<file path="src/rtl/perceptron_epoch_sequencer_if.sv">
// Sample/result handshake between the epoch sequencer (master) and the
// single-neuron trainer (slave).
interface perceptron_epoch_sequencer_if #(
  parameter int DATA_W = 32
) ();
  logic                     valid;
  logic                     ready;
  logic signed [DATA_W-1:0] x1;
  logic signed [DATA_W-1:0] x2;
  logic signed [DATA_W-1:0] target;
  logic                     result_valid;
  logic                     error;

  modport master (
    output valid, x1, x2, target,
    input  ready, result_valid, error
  );

  modport slave (
    input  valid, x1, x2, target,
    output ready, result_valid, error
  );
endinterface

</file>
<file path="src/rtl/perceptron_epoch_sequencer.sv">
// Walks a programmable sample table through the neuron trainer once per epoch,
// tallying per-sample errors and stopping on a clean epoch or the epoch limit.
module perceptron_epoch_sequencer #(
  parameter  int NUM_SAMPLES = 4,
  parameter  int MAX_EPOCHS  = 16,
  parameter  int DATA_W      = 32,
  localparam int ADDR_W      = (NUM_SAMPLES > 1) ? $clog2(NUM_SAMPLES) : 1,
  localparam int EPOCH_W     = $clog2(MAX_EPOCHS + 1),
  localparam int ERR_W       = $clog2(NUM_SAMPLES + 1)
) (
  input  logic                     clk_i,
  input  logic                     reset_i,
  input  logic                     start_i,
  input  logic                     abort_i,
  input  logic                     cfg_we_i,
  input  logic [ADDR_W-1:0]        cfg_addr_i,
  input  logic signed [DATA_W-1:0] cfg_x1_i,
  input  logic signed [DATA_W-1:0] cfg_x2_i,
  input  logic signed [DATA_W-1:0] cfg_target_i,
  perceptron_epoch_sequencer_if.master trn,
  output logic                     busy_o,
  output logic                     done_o,
  output logic                     converged_o,
  output logic [EPOCH_W-1:0]       epoch_count_o,
  output logic [ERR_W-1:0]         last_err_o
);

  typedef enum logic [2:0] {IDLE, ISSUE, WAIT_RES, EPOCH_END, DONE} state_e;

  typedef struct packed {
    logic signed [DATA_W-1:0] x1;
    logic signed [DATA_W-1:0] x2;
    logic signed [DATA_W-1:0] target;
  } sample_t;

  state_e              state_q, state_d;
  logic [ADDR_W-1:0]   idx_q, idx_d, idx_nxt;
  logic [ERR_W-1:0]    err_q, err_d;
  logic [EPOCH_W-1:0]  epoch_q, epoch_d;
  logic [ERR_W-1:0]    last_err_q, last_err_d;
  logic                valid_q, valid_d;
  logic                busy_q, busy_d;
  logic                done_q, done_d;
  logic                conv_q, conv_d;
  logic                cfg_open;
  sample_t             smp_q, smp_d;
  sample_t             tab_q [NUM_SAMPLES];
  sample_t             tab_d [NUM_SAMPLES];

  always_comb begin
    state_d    = state_q;
    idx_d      = idx_q;
    err_d      = err_q;
    epoch_d    = epoch_q;
    last_err_d = last_err_q;
    conv_d     = conv_q;
    smp_d      = smp_q;
    tab_d      = tab_q;
    idx_nxt    = idx_q + ADDR_W'(1);
    cfg_open   = (state_q == IDLE) || (state_q == DONE);

    // Out-of-range addresses simply match no entry.
    for (int i = 0; i < NUM_SAMPLES; i++) begin
      if (cfg_we_i && cfg_open && (cfg_addr_i == ADDR_W'(i))) begin
        tab_d[i] = {cfg_x1_i, cfg_x2_i, cfg_target_i};
      end
    end

    if (abort_i && (state_q != IDLE)) begin
      state_d = IDLE;
      conv_d  = 1'b0;
    end else begin
      case (state_q)
        IDLE, DONE: begin
          if (start_i) begin
            state_d    = ISSUE;
            conv_d     = 1'b0;
            epoch_d    = '0;
            last_err_d = '0;
            idx_d      = '0;
            err_d      = '0;
            smp_d      = tab_q[0];
          end
        end
        ISSUE: begin
          if (trn.ready) state_d = WAIT_RES;
        end
        WAIT_RES: begin
          if (trn.result_valid) begin
            if (trn.error && (err_q != ERR_W'(NUM_SAMPLES))) err_d = err_q + ERR_W'(1);
            if (idx_q == ADDR_W'(NUM_SAMPLES - 1)) begin
              state_d = EPOCH_END;
            end else begin
              idx_d   = idx_nxt;
              smp_d   = tab_q[idx_nxt];
              state_d = ISSUE;
            end
          end
        end
        EPOCH_END: begin
          epoch_d    = epoch_q + EPOCH_W'(1);
          last_err_d = err_q;
          if (err_q == '0) begin
            state_d = DONE;
            conv_d  = 1'b1;
          end else if (epoch_d == EPOCH_W'(MAX_EPOCHS)) begin
            state_d = DONE;
          end else begin
            idx_d   = '0;
            err_d   = '0;
            smp_d   = tab_q[0];
            state_d = ISSUE;
          end
        end
        default: state_d = IDLE;
      endcase
    end

    // Status flags are registered copies of the next state so they line up with it.
    valid_d = (state_d == ISSUE);
    busy_d  = (state_d == ISSUE) || (state_d == WAIT_RES) || (state_d == EPOCH_END);
    done_d  = (state_d == DONE);
  end

  always_ff @(posedge clk_i or posedge reset_i) begin
    if (reset_i) begin
      state_q    <= IDLE;
      idx_q      <= '0;
      err_q      <= '0;
      epoch_q    <= '0;
      last_err_q <= '0;
      valid_q    <= 1'b0;
      busy_q     <= 1'b0;
      done_q     <= 1'b0;
      conv_q     <= 1'b0;
      smp_q      <= '0;
      for (int i = 0; i < NUM_SAMPLES; i++) tab_q[i] <= '0;
    end else begin
      state_q    <= state_d;
      idx_q      <= idx_d;
      err_q      <= err_d;
      epoch_q    <= epoch_d;
      last_err_q <= last_err_d;
      valid_q    <= valid_d;
      busy_q     <= busy_d;
      done_q     <= done_d;
      conv_q     <= conv_d;
      smp_q      <= smp_d;
      tab_q      <= tab_d;
    end
  end

  assign trn.valid     = valid_q;
  assign trn.x1        = smp_q.x1;
  assign trn.x2        = smp_q.x2;
  assign trn.target    = smp_q.target;
  assign busy_o        = busy_q;
  assign done_o        = done_q;
  assign converged_o   = conv_q;
  assign epoch_count_o = epoch_q;
  assign last_err_o    = last_err_q;

endmodule

</file>
<file path="src/flat_wrapper.sv">
// flat-port wrapper written by rule: the top's interface ports become plain ports
module perceptron_epoch_sequencer_flat 
#(
  parameter  int NUM_SAMPLES = 4,
  parameter  int MAX_EPOCHS  = 16,
  parameter  int DATA_W      = 32,
  localparam int ADDR_W      = (NUM_SAMPLES > 1) ? $clog2(NUM_SAMPLES) : 1,
  localparam int EPOCH_W     = $clog2(MAX_EPOCHS + 1),
  localparam int ERR_W       = $clog2(NUM_SAMPLES + 1)
)
  (clk_i, reset_i, start_i, abort_i, cfg_we_i, cfg_addr_i, cfg_x1_i, cfg_x2_i, cfg_target_i, busy_o, done_o, converged_o, epoch_count_o, last_err_o, trn_valid, trn_x1, trn_x2, trn_target, trn_ready, trn_result_valid, trn_error);
  perceptron_epoch_sequencer_if #(.DATA_W(DATA_W)) trn_i ();
  input  logic clk_i;
  input  logic reset_i;
  input  logic start_i;
  input  logic abort_i;
  input  logic cfg_we_i;
  input  logic [ADDR_W-1:0] cfg_addr_i;
  input  logic signed [DATA_W-1:0] cfg_x1_i;
  input  logic signed [DATA_W-1:0] cfg_x2_i;
  input  logic signed [DATA_W-1:0] cfg_target_i;
  output logic busy_o;
  output logic done_o;
  output logic converged_o;
  output logic [EPOCH_W-1:0] epoch_count_o;
  output logic [ERR_W-1:0] last_err_o;
  output wire logic [$bits(trn_i.valid)-1:0] trn_valid;
  output wire logic [$bits(trn_i.x1)-1:0] trn_x1;
  output wire logic [$bits(trn_i.x2)-1:0] trn_x2;
  output wire logic [$bits(trn_i.target)-1:0] trn_target;
  input wire logic [$bits(trn_i.ready)-1:0] trn_ready;
  input wire logic [$bits(trn_i.result_valid)-1:0] trn_result_valid;
  input wire logic [$bits(trn_i.error)-1:0] trn_error;
  assign trn_valid = trn_i.valid;
  assign trn_x1 = trn_i.x1;
  assign trn_x2 = trn_i.x2;
  assign trn_target = trn_i.target;
  assign trn_i.ready = trn_ready;
  assign trn_i.result_valid = trn_result_valid;
  assign trn_i.error = trn_error;
  perceptron_epoch_sequencer #(.NUM_SAMPLES(NUM_SAMPLES), .MAX_EPOCHS(MAX_EPOCHS), .DATA_W(DATA_W)) u_core (.clk_i(clk_i), .reset_i(reset_i), .start_i(start_i), .abort_i(abort_i), .cfg_we_i(cfg_we_i), .cfg_addr_i(cfg_addr_i), .cfg_x1_i(cfg_x1_i), .cfg_x2_i(cfg_x2_i), .cfg_target_i(cfg_target_i), .trn(trn_i), .busy_o(busy_o), .done_o(done_o), .converged_o(converged_o), .epoch_count_o(epoch_count_o), .last_err_o(last_err_o));
endmodule
</file>
<file path="config.mk">
export PLATFORM = sky130hd
export DESIGN_NAME = perceptron_epoch_sequencer_flat
export DESIGN_NICKNAME = d
export VERILOG_FILES = /design/src/rtl/perceptron_epoch_sequencer_if.sv /design/src/rtl/perceptron_epoch_sequencer.sv /design/src/flat_wrapper.sv
export SDC_FILE = /design/constraint.sdc
export NUM_CORES = 1
export LEC_CHECK = 0
export ABC_AREA = 1
export BUFFER_PORTS_ARGS = -buffer_cell sky130_fd_sc_hd__buf_2
export CORE_MARGIN = 4
export CORE_UTILIZATION = 45
export DETAILED_ROUTE_END_ITERATION = 16
export GPL_TIMING_DRIVEN = 0
export HOLD_SLACK_MARGIN = 0.12
export PLACE_DENSITY = 0.74
export SLEW_MARGIN = 25
export SYNTH_ARGS = -nofsm -noshare
export SYNTH_HDL_FRONTEND = slang
export SYNTH_SLANG_ARGS = --single-unit
export TNS_END_PERCENT = 5
</file>
<file path="constraint.sdc">
create_clock -name clk_i -period 20.9 [get_ports clk_i]
set_clock_uncertainty 0.05 [all_clocks]
set_input_delay 2.09 -clock clk_i [delete_from_list [all_inputs] [get_ports clk_i]]
set_output_delay 2.09 -clock clk_i [all_outputs]
set_load 0.03 [all_outputs]
</file>
Word level (Yosys, flattened, before mapping)
Cells that the tools add are included.
{ "op_classes": {"bitwise_logic": 2, "n_reduce_logical": 22, "n_addsub": 3, "n_eq_ne": 22, "n_lt_le_gt_ge": 1, "muxes": 36} }
{ "op_table": {"columns": ["operator", "n"], "rows": [
  ["96-bit two-way mux", 7],
  ["96-bit case mux with 3 select lines", 1],
  ["96-bit binary-select mux with 2-bit select", 1],
  ["3-bit two-way mux", 11],
  ["7-bit AND reduction", 2],
  ["3-bit by 2-bit equality test with 1-bit output, second input constant", 4],
  ["2-bit two-way mux", 6],
  ["3-bit case mux with 4 select lines", 1],
  ["2-bit inequality test, second input constant", 5],
  ["5-bit case mux with 2 select lines", 1],
  ["3-bit case mux with 3 select lines", 1],
  ["3-bit nonzero test", 3],
  ["1-bit logical AND", 7],
  ["2-bit equality test, second input constant", 3],
  ["3-bit by 1-bit equality test with 1-bit output, second input constant", 2],
  ["3-bit equality test, second input constant", 2],
  ["3-bit zero test", 2],
  ["2-bit case mux with 3 select lines", 1],
  ["3-bit case mux with 2 select lines", 1],
  ["3-bit AND reduction", 2],
  ["5-bit by 1-bit adder with 5-bit output, second input constant", 1],
  ["5-bit equality test, second input constant", 1],
  ["5-bit two-way mux", 1],
  ["3-bit by 1-bit adder with 3-bit output, second input constant", 1],
  ["15 further kinds", 19]
]} }
{ "totals": {"inputBits": 106, "output_inout_bits": 108, "regBits": 500, "wordCells": 110} }

Depth between registers and ports, before layout
{ "logic_depth": {"ltp_word": 9, "mapped_depth": 11, "ltp_nobuf": 10} }

Worst setup path after synthesis
No wires, ideal clock.
{ "synth_path": {"kind": "in2reg", "startpoint": "input port start_i", "endpoint": "register u_core.smp_q, in the netlist u_core.trn.x1[14]", "t_required_ns": 20.732, "path_stages": 9, "path_slack_ns": 17.683, "path_buffers": 2, "arrival_ns": 3.050, "setup_time_ns": 0.118, "cell_sequence": "nand2_1 > nand2_1 > nand2_1 > nor2_4 > nand3_2 > buf_4 > buf_4 > nand2_1 > nand2_1"} }
{ "synth_between": {"elab_chain_cells": 2} }
{ "synth_lines": {"columns": ["element", "line", "source"], "rows": [
  ["from (decl)", "flat_wrapper.sv:15", "input logic start_i;"],
  ["2-bit inequality test (no source line)", null, null],
  ["7-bit AND reduction (no source line)", null, null],
  ["to (signal assigned)", "perceptron_epoch_sequencer.sv:148", "smp_q <= smp_d;"],
  ["to (decl)", "perceptron_epoch_sequencer.sv:46", "sample_t smp_q, smp_d;"]
]} }
No other way between the ends.
A chain may end at the register's enable or synchronous reset.

Worst setup path in the final report
{ "layout_path": {"startpoint": "input port abort_i", "endpoint": "register u_core.smp_q, in the netlist u_core.trn.x2[1]"} }
{ "layout_between": {"elab_chain_cells": 3} }
{ "layout_lines": {"columns": ["element", "line", "source"], "rows": [
  ["from (decl)", "flat_wrapper.sv:16", "input logic abort_i;"],
  ["1-bit logical AND", "perceptron_epoch_sequencer.sv:69", "if (abort_i && (state_q != IDLE)) begin"],
  ["1-bit NOT (no source line)", null, null],
  ["7-bit AND reduction (no source line)", null, null]
]} }
No other way between the ends.

==> flow_metrics.env <==
export IMPL_outcome="complete, no violations"
export IMPL_wire_per_inst_um=16.8
export IMPL_cp_required_ns=21.33
export IMPL_antenna_left=0
export IMPL_core_um2=53000
export IMPL_setup_ws_ns=17.17
export IMPL_clockBufferDepth=3
export IMPL_rr_worst_depth=11
export IMPL_synth_seq_area_share_pct=51.5
export IMPL_finalCritPeriodShare_pct=17.8
export IMPL_r2r_start="u_core.idx_q[0]"
export IMPL_synth_top_area_cell="dfrtp_1"
export IMPL_synth_area_leaders="dfrtp_1 51%, nand2_1 21%, o21ai_0 8.0%, inv_1 7.8%, nand3_1 4.3%"
export IMPL_worst_slew_pin_slew_ns=1.10
export IMPL_synth_area_um2=24300
export IMPL_arrival_ns=4.15
export IMPL_ios=214
export IMPL_cts_tree="yes"
export IMPL_numCtsBuffers=51
export IMPL_drtIter0Drc=1930
export IMPL_clock_latency_ns=0.60
export IMPL_hold_path_class="reg -> reg"
export IMPL_n_antenna_cell=0
export IMPL_synth_most_common_cell="nand2_1"
export IMPL_yosys_warnings=0
export IMPL_drive_gt1_share_pct=9.39
export IMPL_startpoint_type="primary input"
export IMPL_slew_viol_final=0
export IMPL_synth_top_area_share_pct=51.5
export IMPL_wl_met3_um=5560
export IMPL_crit_fanout=10
export IMPL_dr_wl_met2_um=33100
export IMPL_cpPeakStageDelay_ns=0.52
export IMPL_ys_ff_latch=500
export IMPL_drc_errors=0
export IMPL_r2r_end="u_core.trn.x1[9]"
export IMPL_hold_viol=0
export IMPL_synth_top_flop_cell="dfrtp_1"
export IMPL_ys_types=21
export IMPL_avgSynthCellArea_um2=7.28
export IMPL_synth_fp_nets=3449
export IMPL_wl_met1_um=31000
export IMPL_start_util_pct=45.9
export IMPL_path_common_cell="nand2_1"
export IMPL_grt_max_degree=99
export IMPL_static_leakage_power_nw=15.9
export IMPL_htreeDepth=2
export IMPL_post_cts_resized=0
export IMPL_hp_start="u_core.trn.x2[0]"
export IMPL_die_x_um=240
export IMPL_grt_antenna_before_repair=0
export IMPL_die_area_um2=57800
export IMPL_min_period_ns=3.73
export IMPL_slew_headroom_pct=26.9
export IMPL_final_area_um2=28300
export IMPL_final_nets=3720
export IMPL_syn2layout_area_growth_pct=16.4
export IMPL_dp_hpwl_um=50400
export IMPL_viasPerCell=5.12
export IMPL_grt_first_pass_wirelength_um=115000
export IMPL_grt_ovfl_total=0
export IMPL_hold_buffers=0
export IMPL_synth_enable_flop_cells=0
export IMPL_route_final_wire_length_um=72700
export IMPL_place_area_um2=26400
export IMPL_vdd_ir_drop_max_mv=0.0647
export IMPL_p_per_area_nw_per_um2=154
export IMPL_maxCapViolations=0
export IMPL_gp_congestion=0.866
export IMPL_rsz0062_at_grt="no"
export IMPL_holdPathEnd="u_core.trn.x2[0]"
export IMPL_rows=84
export IMPL_vias=22200
export IMPL_top_layer_used="met4"
export IMPL_clk_pin_slew_worst_paths_ns=0.06
export IMPL_syn_instance_count=3339
export IMPL_cts_root_buf="clkbuf_16"
export IMPL_endpoint_kind="flop"
export IMPL_cts_setup_buffers=0
export IMPL_cts_sinks=500
export IMPL_dp_slack_ns=16.58
export IMPL_hold_path_depth=2
export IMPL_path_cells="buf_2 -> nand2_2 -> nand2_1 -> nor2_4 -> nand3_2 -> buf_4 -> buf_4 -> nand2_1 -> nand2_1"
export IMPL_grt_usage_pct=24.9
export IMPL_ys_top_cells_by_count="1,387 x nand2_1, 503 x inv_1, 500 x dfrtp_1"
export IMPL_setup_viol=0
export IMPL_max_freq_mhz=268
export IMPL_dr_pass1_iters=5
export IMPL_synthArstFlopShare_pct=100
export IMPL_cp_slowest_cell="nand3_2"
export IMPL_die_h_um=240
export IMPL_r2r_setup_slack_ns=18.02
export IMPL_grt_pass1_vias=21000
export IMPL_path_class="in -> reg"
export IMPL_portBuffers=213
cell type report:
cell class	count	area, um^2
Multi-Input combinational cell	2123	9060
Clock inverter	20	353
Inverter	505	1900
Fill cell	5094	24700
Timing Repair Buffer	218	1200
Buffer	211	836
Clock buffer	74	1560
Sequential cell	500	12500
Tap cell	688	861
stage by stage:
stage	hold WS [ns]	setup TNS (ns)	instances	util [%]	power, mW
2_1_floorplan	0.396	0	3339	-	2.85
3_3_place_gp	0.401	-256.67	4240	49.5	3.27
3_5_place_dp	0.403	0	4245	49.8	3.32
4_1_cts	0.418	0	4339	53.4	4.37
5_1_grt	0.431	0	4339	53.4	4.71
6_report	0.414	0	4339	53.4	4.37
per-layer routing:
metal / up-vias / global-route usage (%)
li1: 10800 / -
met1: 10400 / 34.0
met2: 802 / 39.5
met3: 164 / 4.73
met4: 0 / 9.92
met5: - / 0
worst max path at each step:
stage             from  cells past startpoint  slack, ns                end
6_report       abort_i                      9      17.17   u_core.trn.x2[1]
3_3_place_gp   reset_i                      2      -0.56  u_core.tab_q[336]
4_1_cts        abort_i                      9      17.21  u_core.trn.x1[19]
2_1_floorplan  reset_i                      1       4.80      u_core.busy_o
3_5_place_dp   abort_i                      9      16.58  u_core.trn.x1[19]
5_1_grt        start_i                     10      17.09  u_core.trn.x1[20]
cell usage in the layout, fill, tap and decap left out, types with 2 or more instances in the layout:
cell type	n
buf_2	233
clkbuf_1	177
nor2_4	3
buf_4	4
inv_2	2
nand3_1	207
clkinv_2	9
nand4_1	103
bufinv_16	10
buf_1	13
clkbuf_8	15
o31ai_1	2
clkbuf_2	3
buf_16	5
nor2_1	18
clkbuf_16	53
a21oi_1	4
ha_1	4
nand2_1	1387
inv_1	502
dfrtp_1	500
nand2_2	2
o21ai_0	389
worst max-delay path: cells and delay by family:
kind          cells  cell delay (ns)
buf+inv           3             0.67
simple gates      6             1.38
sequential cells by signal, summed over array words and instances, names as in the netlist:
name / flops
u_core.tab_q: 384
u_core.trn.target: 32
u_core.trn.x1: 32
u_core.trn.x2: 32
u_core.epoch_count_o: 5
u_core.err_q: 3
u_core.last_err_o: 3
u_core.state_q: 3
u_core.idx_q: 2
u_core.busy_o: 1
u_core.converged_o: 1
u_core.done_o: 1
u_core.trn.valid: 1
where the power goes:
| group | switching (mW) | internal (mW) | leakage, nW |
|---|---|---|---|
| combinational | 1.11 | 0.554 | 8.62 |
| clock | 0.393 | 0.638 | 0.945 |
| sequential | 0.260 | 1.42 | 6.29 |
cell families after synthesis:
| kind of cell | count (synthesis) | share of synthesized area (%) |
|---|---|---|
| AO/OA/AOI/OAI | 396 | 8.18 |
| XOR/XNOR | 1 | 0.0360 |
| flip-flops | 500 | 51.5 |
| AND/OR/NAND/NOR | 1722 | 28.9 |
| adder cells (fa/ha/maj) | 4 | 0.206 |
| buffers and inverters | 716 | 11.2 |
No activity file was read; power rests on OpenSTA's default activity.
